===== src/rtl/seg_pkg.sv =====
// rtl/seg_pkg.sv - shared constants, tables and enums for the 7-segment display blocks
//
// Contents:
//   SEG_BLANK, SEG_DASH, CTRL_OFF  fixed output codes
//   CTRL_TAB                       active-low digit enable per scan index (0=units .. 3=thousands)
//   DIGIT_PAT                      active-high segment patterns for codes 0-9 (bit7=a .. bit1=g, bit0=dp)
//   owner_e, slot_state_e          display owner and scan slot state
package seg_pkg;

  localparam logic [7:0] SEG_BLANK = 8'h00;
  localparam logic [7:0] SEG_DASH  = 8'h02;
  localparam logic [3:0] CTRL_OFF  = 4'b1111;

  // Indexed by scan index: [0]=units .. [3]=thousands.
  localparam logic [3:0][3:0] CTRL_TAB = {
    4'b1110,  // thousands
    4'b1101,  // hundreds
    4'b1011,  // tens
    4'b0111   // units
  };

  // Indexed by digit code 0..9; dp (bit0) is always clear.
  localparam logic [9:0][7:0] DIGIT_PAT = {
    8'hF6,  // 9
    8'hFE,  // 8
    8'hE0,  // 7
    8'hBE,  // 6
    8'hB6,  // 5
    8'h66,  // 4
    8'hF2,  // 3
    8'hDA,  // 2
    8'h60,  // 1
    8'hFC   // 0
  };

  typedef enum logic {
    OWN_A,
    OWN_B
  } owner_e;

  typedef enum logic {
    ST_BLANK,
    ST_SHOW
  } slot_state_e;

endpackage


===== src/rtl/seg_decoder.sv =====
// rtl/seg_decoder.sv - combinational digit code to 7-segment pattern decoder
//
// Ports:
//   code     in  4  digit code; 0-9 decode normally, 10-15 show a dash
//   blank    in  1  force all segments off
//   segment  out 8  active-high segments, bit7=a .. bit1=g, bit0=dp (always 0)
module seg_decoder
  import seg_pkg::*;
(
  input  logic [3:0] code,
  input  logic       blank,
  output logic [7:0] segment
);

  always_comb begin
    segment = SEG_BLANK;
    if (!blank) begin
      if (code <= 4'd9) begin
        segment = DIGIT_PAT[code];
      end else begin
        segment = SEG_DASH;
      end
    end
  end

endmodule


===== src/rtl/seg_scan_arbiter.sv =====
// rtl/seg_scan_arbiter.sv - 4-digit multiplexed display scanner with frame-boundary A/B arbitration
//
// Ports:
//   clk         in  1   system clock
//   reset       in  1   synchronous, active-high reset
//   dig_a       in  16  requester A digits: [3:0] units .. [15:12] thousands
//   dig_b       in  16  requester B digits, same packing
//   req_b       in  1   B requests the display (level)
//   lz_en       in  1   leading-zero suppression enable
//   gnt_b       out 1   B currently owns the display
//   ctrl        out 4   active-low one-hot digit enables, 4'b1111 = all off
//   segment     out 8   active-high segments, bit7=a .. bit1=g, bit0=dp
//   frame_done  out 1   one-cycle pulse after the thousands slot ends
module seg_scan_arbiter
  import seg_pkg::*;
#(
  parameter int SCAN_DIV     = 2000,
  parameter int BLANK_CYCLES = 16
) (
  input  logic        clk,
  input  logic        reset,
  input  logic [15:0] dig_a,
  input  logic [15:0] dig_b,
  input  logic        req_b,
  input  logic        lz_en,
  output logic        gnt_b,
  output logic [3:0]  ctrl,
  output logic [7:0]  segment,
  output logic        frame_done
);

  localparam int PW = (SCAN_DIV > 1) ? $clog2(SCAN_DIV) : 1;
  localparam logic [PW-1:0] LAST_CNT  = PW'(SCAN_DIV - 1);
  localparam logic [PW-1:0] BLANK_END = PW'(BLANK_CYCLES - 1);

  logic [PW-1:0] prescaler;
  logic [1:0]    digit_idx;
  slot_state_e   state;
  slot_state_e   state_next;
  owner_e        owner;
  logic [15:0]   snapshot;

  logic          slot_tick;
  logic          frame_tick;
  logic [3:0]    cur_code;
  logic          lz_blank;
  logic [7:0]    dec_seg;
  logic [3:0]    ctrl_d;
  logic [7:0]    seg_d;

  assign slot_tick  = (prescaler == LAST_CNT);
  assign frame_tick = slot_tick && (digit_idx == 2'd3);

  // Owner is itself a register, so the grant only moves on frame ticks.
  assign gnt_b = (owner == OWN_B);

  // Scan timing, arbitration and frame snapshot.
  always_ff @(posedge clk) begin
    if (reset) begin
      prescaler  <= '0;
      digit_idx  <= 2'd0;
      state      <= ST_BLANK;
      owner      <= OWN_A;
      snapshot   <= 16'h0000;
      frame_done <= 1'b0;
    end else begin
      prescaler  <= slot_tick ? '0 : prescaler + PW'(1);
      state      <= state_next;
      frame_done <= frame_tick;
      if (slot_tick) begin
        digit_idx <= digit_idx + 2'd1;
      end
      // Owner and snapshot change together so a whole frame comes from one source.
      if (frame_tick) begin
        if (req_b) begin
          owner    <= OWN_B;
          snapshot <= dig_b;
        end else begin
          owner    <= OWN_A;
          snapshot <= dig_a;
        end
      end
    end
  end

  always_comb begin
    cur_code = snapshot[3:0];
    case (digit_idx)
      2'd0: cur_code = snapshot[3:0];
      2'd1: cur_code = snapshot[7:4];
      2'd2: cur_code = snapshot[11:8];
      2'd3: cur_code = snapshot[15:12];
      default: cur_code = snapshot[3:0];
    endcase
  end

  // A digit is a leading zero when it and everything above it are code 0;
  // codes 10-15 are non-zero. Units is never suppressed.
  always_comb begin
    lz_blank = 1'b0;
    if (lz_en) begin
      case (digit_idx)
        2'd3: lz_blank = (snapshot[15:12] == 4'h0);
        2'd2: lz_blank = (snapshot[15:8] == 8'h00);
        2'd1: lz_blank = (snapshot[15:4] == 12'h000);
        default: lz_blank = 1'b0;
      endcase
    end
  end

  seg_decoder u_decoder (
    .code    (cur_code),
    .blank   (lz_blank),
    .segment (dec_seg)
  );

  // Slot FSM next state plus the values the output registers load.
  always_comb begin
    state_next = state;
    ctrl_d     = CTRL_OFF;
    seg_d      = SEG_BLANK;
    case (state)
      ST_BLANK: begin
        if (prescaler == BLANK_END) begin
          state_next = ST_SHOW;
        end
      end
      ST_SHOW: begin
        ctrl_d = CTRL_TAB[digit_idx];
        seg_d  = dec_seg;
        if (slot_tick) begin
          state_next = ST_BLANK;
        end
      end
      default: state_next = ST_BLANK;
    endcase
  end

  always_ff @(posedge clk) begin
    if (reset) begin
      ctrl    <= CTRL_OFF;
      segment <= SEG_BLANK;
    end else begin
      ctrl    <= ctrl_d;
      segment <= seg_d;
    end
  end

endmodule


===== config.mk =====
export PLATFORM = sky130hd
export DESIGN_NAME = seg_scan_arbiter
export DESIGN_NICKNAME = d
export VERILOG_FILES = /design/src/rtl/seg_pkg.sv /design/src/rtl/seg_decoder.sv /design/src/rtl/seg_scan_arbiter.sv
export SDC_FILE = /design/constraint.sdc
export NUM_CORES = 1
export LEC_CHECK = 0
export CORE_MARGIN = 3
export CORE_UTILIZATION = 45
export CTS_BUF_LIST = sky130_fd_sc_hd__clkbuf_8
export DETAILED_ROUTE_END_ITERATION = 10
export PLACE_DENSITY = 0.73
export SETUP_SLACK_MARGIN = 0.1
export SLEW_MARGIN = 20
export SYNTH_ARGS = -nofsm -noshare
export SYNTH_HDL_FRONTEND = slang
export SYNTH_SLANG_ARGS = --single-unit

===== constraint.sdc =====
create_clock -name clk -period 7.2 [get_ports clk]
set_input_delay 1.44 -clock clk [delete_from_list [all_inputs] [get_ports clk]]
set_output_delay 1.44 -clock clk [all_outputs]
set_load 0.02 [all_outputs]

==> flow_metrics.tcl, run 1 <==
set metrics [dict create \
    period_share_pct 43.5 \
    cts-root-buf "clkbuf_8" \
    antenna_found_initial 0 \
    wl_um 4410 \
    maxCapViolCount 0 \
    timing.critical_path.from "reset" \
    rsz0062_at_grt "false" \
    dp_hpwl_um 3230 \
    cp_slowest_cell "clkdlybuf4s50_1" \
    p_per_area_mw_per_mm2 161 \
    avgSynthCellArea_um2 9.19 \
    placed_cell_area_mm2 0.00263 \
    critical-path-max-stage-delay_ns 0.83 \
    nets 330 \
    post-route-util_pct 59.9 \
    fin_tns_setup_ns 0 \
    max_slew_margin_pct 43.8 \
    crit_end "segment[5]" \
    yosys_warnings 0 \
    grt_first_pass_wirelength_um 7620 \
    cts_buffer_depth 2 \
    finalSetupViolCount 0 \
    crit_chain "clkdlybuf4s50_1, nor2b_1, o211ai_2, a311oi_2" \
    r2r-end "segment[7]" \
    endpoint_kind "flop" \
    drt.antenna.violating_nets 0 \
    path_class "input pin to flop" \
    path_delay_family "buffers and inverters" \
    grt_overflow 0 \
    ir_drop_mv 0.126 \
    rows 24 \
    cts.sinks 43 \
    cp-start-kind "input pin" \
    cts_htree_levels 2 \
    crit_cells 4 \
    reg2reg_depth 9 \
    cts_inserted_buffers 5 \
    via_per_inst 5.24 \
    post-cts-setup-buffers 0 \
    start_util_pct 48.7 \
    synth_cells 242 \
    hp-class "flop to flop" \
    fin_crit_ns 3.14 \
    die_x_um 76.3 \
    core_mm2 0.00456 \
    stdcell_count 347 \
    drt_iter0_drc 73 \
    drive_gt1_share_pct 10.6 \
    clock_skew_ns 0.00433 \
    async_reset_ff_share_pct 0 \
    clk_pin_slew_ns 0.08 \
    drc 0 \
    grt_pass1_vias 1744 \
    cp_max_fo 24 \
    die_y_um 76.3 \
    cts_hold_buffers 0 \
    diodes 0 \
    io_pins 50 \
    firstDrtPassIters 6 \
    insertion_delay_ns 0.29 \
    dp.cells 339 \
    synthFlopType "dfxtp_1" \
    fin_area_mm2 0.00274 \
    power.leakage_nw 0.975 \
    vias 1817 \
    dieArea_mm2 0.00582 \
    place.gp.congestion 0.854 \
    synth_edf_count 0 \
    synth_nets 291 \
    finalPower_mw 0.441 \
    reg2reg_from "digit_idx[0]" \
    port_buffers 48 \
    status "completed" \
    rrSetupSlack_ns 4.24 \
    fmax_mhz 319 \
    ys_seq_elements 43 \
    syn-cell-area_mm2 0.00222 \
    arrival_ns 3.34 \
    cts_resized 0 \
    worstPathRequired_ns 7.41 \
    hold_viol_final 0 \
    grt_max_degree 25 \
    routedWlPerCell_um 12.7 \
    area_growth_pct 23.0 \
    cts_tree "done" \
    worst_slew_pin_slew_ns 0.841 \
    cp_num_buf_inv 1 \
    ys_types 44 \
    grt.total_usage_pct 15.7 \
    ys_seq_area_share_pct 38.7 \
    drv_slew 0 \
]
sequential cells by signal, summed over array words and instances, names as in the netlist:
name	cells
snapshot	16
prescaler	11
segment	7
ctrl	4
digit_idx	2
frame_done	1
gnt_b	1
state	1
cells in the mapped netlist (all sizes together), types with 2 or more instances:
cell type | n | share of area (%)
xnor2 | 8 | 3.2
nor3 | 5 | 1.1
nand2 | 11 | 1.9
a21oi | 27 | 6.2
nor2 | 13 | 2.2
dfxtp | 43 | 39
a22oi | 2 | 0.68
nand3 | 22 | 5.0
nor2b | 5 | 1.4
and4 | 2 | 0.90
o21ai | 17 | 3.8
nand4 | 4 | 1.1
clkbuf | 2 | 0.79
o2bb2ai | 2 | 0.79
mux2 | 16 | 8.1
a211oi | 3 | 1.2
xor2 | 2 | 0.79
buf | 12 | 5.3
nor4 | 6 | 1.7
inv | 11 | 1.9
ha | 13 | 7.3
a222oi | 2 | 0.90
through the flow:
step	hold slack (ns)	setup WS, ns
2_1_floorplan	0.418	4.83
3_3_place_gp	0.433	3.83
3_5_place_dp	0.444	3.72
4_1_cts	0.456	4.05
5_1_grt	0.494	3.89
6_report	0.451	4.06
cells by family after synthesis:
group           count (synthesis)  share of synthesized area (%)
other cells                     1                          0.169
compound gates                 59                           16.3
mux                            16                           8.10
flops                          43                           38.7
simple gates                   73                           16.7
buf+inv                        27                           8.78
xor+xnor                       10                           3.94
fa+ha+maj                      13                           7.32
worst min-delay path by stage:
stage | start | end | slack (ns) | depth (start not counted)
global placement | prescaler[0] | prescaler[0] | 0.43 | 1
detailed placement | prescaler[0] | prescaler[0] | 0.44 | 1
CTS | prescaler[0] | prescaler[0] | 0.46 | 1
finish | prescaler[0] | prescaler[0] | 0.45 | 1
floorplan | prescaler[0] | prescaler[0] | 0.42 | 1
global route | prescaler[0] | prescaler[0] | 0.49 | 1
cells in the final DEF, fill, tap and decap left out, types with 2 or more instances in the layout:
master           count
a211oi_1             2
a21oi_1             26
a222oi_1             2
a22oi_1              2
clkbuf_8             7
clkdlybuf4s50_1     48
dfxtp_1             43
ha_1                13
inv_1               11
mux2_2              16
nand2_1             11
nand3_1             22
nand4_1              4
nor2_1              13
nor2b_1              5
nor3_1               5
nor4_1               6
o21ai_0             17
o2bb2ai_1            2
xnor2_1              8
xor2_1               2
where the power goes:
group	switching, mW	internal (mW)
Sequential	0.000900	0.239
Combinational	0.00987	0.0243
Clock	0.0803	0.0872
Total	0.0910	0.350
per-layer routing:
| layer | share of wire, % | vias up | global-route usage, % | wire length [um] |
|---|---|---|---|---|
| met4 | 1.2 | 0 | 4.89 | 51 |
| li1 | - | 929 | - | - |
| met2 | 46 | 47 | 24.9 | 2030 |
| met1 | 47 | 833 | 20.5 | 2090 |
| met3 | 5.4 | 8 | 4.61 | 239 |
| met5 | 0 | - | 0 | 0 |
final cells by class:
cell class	count	area, um2
sequential	43	861
clock buffer	7	96.3
fill	411	1830
timing repair buffer	48	480
tap	65	81.3
clock inverter	1	7.51
multi-input combinational	172	1170
inverter	11	41.3
Power figures use the tool's default switching activity.
==> inputs of run 2 (changes only) <==
==> constraint.sdc (replaced) <==
create_clock -name clk -period 3.1 [get_ports clk]
set_input_delay 0.62 -clock clk [delete_from_list [all_inputs] [get_ports clk]]
set_output_delay 0.62 -clock clk [all_outputs]
set_load 0.02 [all_outputs]
==> flow_metrics.tcl, run 2 (same netlist as run 1, synthesis figures left out) <==
set metrics [dict create \
    layout_commonest_cell "clkdlybuf4s50_1" \
    cp-start-kind "flop" \
    r2r-end "segment[4]" \
    die_y_um 76.3 \
    hp-class "flop to flop" \
    cts-root-buf "clkbuf_8" \
    cts_inserted_buffers 5 \
    drt.antenna.violating_nets 0 \
    grt_first_pass_wirelength_um 7870 \
    diodes 0 \
    period_share_pct 83.0 \
    ir_drop_mv 0.388 \
    vias 1835 \
    area_growth_pct 24.2 \
    p_comb_share_pct 7.9 \
    dp_slack_ns 0.569 \
    nFillCells 411 \
    wl_um 4440 \
    place.gp.congestion 0.796 \
    rrSetupSlack_ns 0.53 \
    dieArea_mm2 0.00582 \
    rsz0062_at_grt "false" \
    cts_tree "done" \
    fmax_mhz 389 \
    finalPower_mw 1.02 \
    finalSetupViolCount 0 \
    antenna_found_initial 0 \
    clock_skew_ns 0.00710 \
    top_register "snapshot" \
    reg2reg_from "digit_idx[0]" \
    drt_iter0_drc 109 \
    fin_crit_ns 2.57 \
    via_per_inst 5.23 \
    fin_area_mm2 0.00276 \
    grt_overflow 0 \
    finalWorstSetupSlack_ns 0.526 \
    grt.total_usage_pct 15.9 \
    endpoint_kind "flop" \
    cts_resized 0 \
    arrival_ns 2.73 \
    p_seq_share_pct 54.9 \
    timing.critical_path.from "digit_idx[0]" \
    cts.sinks 43 \
    largest_register_ff_count 16 \
    io_pins 50 \
    worst_slew_pin_slew_ns 0.830 \
    grt_pass1_vias 1735 \
    max_slew_margin_pct 44.7 \
    reg2reg_depth 10 \
    cts_buffer_depth 2 \
    drv_slew 0 \
    path_class "flop to flop" \
    reg.largest.list "snapshot: 16 flops, prescaler: 11 flops, segment: 7 flops" \
    switching_share_pct 20.0 \
    p_int_mw 0.812 \
    rows 24 \
    final_cell_mix "48 x clkdlybuf4s50_1, 43 x dfxtp_1, 26 x a21oi_1" \
    cts_hold_buffers 0 \
    nets 334 \
    hold_viol_final 0 \
    start_util_pct 48.7 \
    hold_ws_ns 0.460 \
    grt_max_degree 22 \
    fin_tns_setup_ns 0 \
    cts_htree_levels 2 \
    power.leakage_nw 1.00 \
    clkPwrFrac_pct 37.2 \
    status "completed" \
    worstPathRequired_ns 3.25 \
    dp_hpwl_um 3320 \
    cp_max_fo 6 \
    insertion_delay_ns 0.29 \
    firstDrtPassIters 5 \
    stdcell_count 351 \
    switching_power_mw 0.204 \
    p_per_area_mw_per_mm2 368 \
    routedWlPerCell_um 12.7 \
    placed_cell_area_mm2 0.00266 \
    dp.cells 343 \
    drc 0 \
    clk_pin_slew_ns 0.08 \
    maxCapViolCount 0 \
    post-route-util_pct 60.5 \
    post-cts-setup-buffers 0 \
    drive_gt1_share_pct 11.5 \
    port_buffers 48 \
    crit_end "segment[4]" \
    core_mm2 0.00456 \
    die_x_um 76.3 \
]
[run 2: per-layer routing]
layer / vias to the layer above / share of wire [%] / track usage, %
met3: 5 / 5.1 / 3.66
met2: 48 / 45 / 25.2
met4: 0 / 1.0 / 3.80
met5: - / 0 / 0
li1: 941 / - / -
met1: 841 / 49 / 21.9
[run 2: how the worst min path moves through the flow]
| stage | startpoint | endpoint | slack, ns | depth (start not counted) |
|---|---|---|---|---|
| after floorplan | prescaler[0] | prescaler[0] | 0.42 | 1 |
| after detailed placement | prescaler[0] | prescaler[0] | 0.45 | 1 |
| after global placement | prescaler[0] | prescaler[0] | 0.43 | 1 |
| after global routing | prescaler[0] | prescaler[0] | 0.50 | 1 |
| after CTS | prescaler[0] | prescaler[0] | 0.47 | 1 |
| final | prescaler[0] | prescaler[0] | 0.46 | 1 |
[run 2: cell type report]
cell class	instances	area (um2)	share of cell area [%]
repair buffers	52	510	18.5
multi-input cells	172	1170	42.3
clock buffers	7	96.3	3.49
inverters	11	41.3	1.50
well taps	65	81.3	2.95
flip-flops and latches	43	861	31.2
clock inverters	1	3.75	0.136
[run 2: worst max-delay path, stage by stage (launching register included)]
cell and delay, ns:
dfxtp_1 0.43, inv_1 0.11, ha_1 0.27, nor2b_1 0.15, a21oi_1 0.33, inv_1 0.15
ha_1 0.24, or2_2 0.33, a211oi_1 0.19, a31o_1 0.16, nor3_1 0.06
[run 2: power by group through the flow]
stage	combinational [mW]	clock (mW)	sequential, mW
final	0.0803	0.378	0.557
after global routing	0.0891	0.411	0.558
after CTS	0.0813	0.386	0.557
after detailed placement	0.0809	0	0.570
after global placement	0.0800	0	0.570
after floorplan	0.0362	0	0.570
==> inputs of run 3 (changes only) <==
==> constraint.sdc (replaced) <==
create_clock -name clk -period 2.4 [get_ports clk]
set_input_delay 0.48 -clock clk [delete_from_list [all_inputs] [get_ports clk]]
set_output_delay 0.48 -clock clk [all_outputs]
set_load 0.02 [all_outputs]
==> flow_metrics.tcl, run 3 (same netlist as run 1, synthesis figures left out) <==
set metrics [dict create \
    grt_pass1_vias 1799 \
    dieArea_mm2 0.00582 \
    worstHoldPathCells 1 \
    firstDrtPassIters 4 \
    cts_inserted_buffers 5 \
    timing.critical_path.from "digit_idx[0]" \
    switching_power_mw 0.284 \
    fin_area_mm2 0.00285 \
    hold_viol_final 0 \
    dp_hpwl_um 3490 \
    hp-class "flop to flop" \
    power.leakage_nw 1.02 \
    grt.total_usage_pct 16.7 \
    cts-root-buf "clkbuf_8" \
    clk_pin_slew_ns 0.09 \
    rows 24 \
    drt_iter0_drc 60 \
    reg2reg_depth 10 \
    final-seq-area_um2 866 \
    place.gp.congestion 0.785 \
    nets 337 \
    period_share_pct 88.2 \
    fin_crit_ns 2.12 \
    grt_first_pass_wirelength_um 8090 \
    p_comb_share_pct 7.0 \
    clock_skew_ns 0.0123 \
    ir_drop_mv 0.334 \
    reg.largest.list "snapshot: 16 flops, prescaler: 11 flops, segment: 7 flops" \
    cts_tree "done" \
    io_pins 50 \
    dp.cells 346 \
    port_buffers 48 \
    area_growth_pct 28.2 \
    p_seq_share_pct 48.2 \
    die_x_um 76.3 \
    die_y_um 76.3 \
    cts_hold_buffers 0 \
    fin_tns_setup_ns 0 \
    post-cts-setup-buffers 0 \
    drt.antenna.violating_nets 0 \
    arrival_ns 2.29 \
    multi_input_area_mm2 0.00119 \
    cts_htree_levels 2 \
    rsz0062_at_grt "false" \
    wl_um 4790 \
    drc 0 \
    largest_register_ff_count 16 \
    insertion_delay_ns 0.30 \
    cp-start-kind "flop" \
    path_class "flop to flop" \
    status "completed" \
    endpoint_kind "flop" \
    p_int_mw 1.21 \
    worst_slew_pin_slew_ns 0.840 \
    layout_commonest_cell "clkdlybuf4s50_1" \
    maxCapViolCount 0 \
    reg2reg_from "digit_idx[0]" \
    cts.sinks 43 \
    nFillCells 401 \
    routedWlPerCell_um 13.5 \
    finalSetupViolCount 0 \
    min_from "prescaler[0]" \
    cp_max_fo 6 \
    antenna_found_initial 0 \
    diodes 0 \
    stdcell_count 354 \
    grt_overflow 0 \
    top_register "snapshot" \
    drive_gt1_share_pct 15.9 \
    p_per_area_mw_per_mm2 523 \
    core_mm2 0.00456 \
    worstPathRequired_ns 2.57 \
    drv_slew 0 \
    cts_buffer_depth 2 \
    fmax_mhz 472 \
    vias 1903 \
    switching_share_pct 19.1 \
    final_cell_mix "48 x clkdlybuf4s50_1, 41 x dfxtp_1, 25 x a21oi_1" \
    start_util_pct 48.7 \
    finalPower_mw 1.49 \
    placed_cell_area_mm2 0.00268 \
    max_slew_margin_pct 44.0 \
    grt_max_degree 22 \
    via_per_inst 5.38 \
    clkPwrFrac_pct 44.7 \
]
[run 3: final cells by class]
type / instances / share of cell area (%)
timing repair buffer: 55 / 18.7
multi-input combinational: 172 / 41.8
sequential: 43 / 30.4
tap: 65 / 2.85
clock inverter: 3 / 2.37
clock buffer: 5 / 2.41
inverter: 11 / 1.45
[run 3: repair_timing]
item                                    in CTS  in global routing
gates resized for setup                      2                  9
pin swaps                                    0                  2
endpoints found under the setup margin       2                  6
endpoints found under the hold margin        0                  0
[run 3: metrics by stage]
stage	utilization, %	setup slack [ns]	hold WS [ns]
after floorplan	-	0.143	0.418
after global placement	58.8	0.218	0.432
after detailed placement	58.8	0.138	0.447
after CTS	61.8	0.124	0.462
after global routing	62.4	0.116	0.478
final	62.4	0.282	0.456
[run 3: path summary, 6_finish.rpt]
check                               endpoint  slack, ns
worst min-delay path            prescaler[0]       0.46
worst max register to register    segment[7]       0.28
worst min register to register  prescaler[0]       0.46
worst max-delay path              segment[7]       0.28
[run 3: critical path, stage by stage, from the launching register on]
cell       delay [ns]
dfxtp_4          0.39
inv_1            0.08
ha_2             0.22
a22oi_1          0.23
o2bb2ai_2        0.15
inv_1            0.07
ha_1             0.19
or2_4            0.27
a211oi_2         0.17
a31o_1           0.14
nor3_1           0.05
[run 3: power by group through the flow]
stage                     Sequential, mW  Clock (mW)  Combinational, mW
after global routing               0.719       0.707              0.116
after floorplan                    0.736           0             0.0468
final                              0.719       0.667              0.105
after detailed placement           0.737           0              0.105
after CTS                          0.720       0.676              0.106
after global placement             0.736           0              0.104
[run 3: per-layer routing]
layer,wire length [um],vias up,part of all wire (%),track usage [%]
met2,2290,38,48,26.2
met5,0,-,0,0
met3,228,7,4.8,4.49
met1,2210,911,46,21.7
li1,-,947,-,-
met4,68,0,1.4,7.07
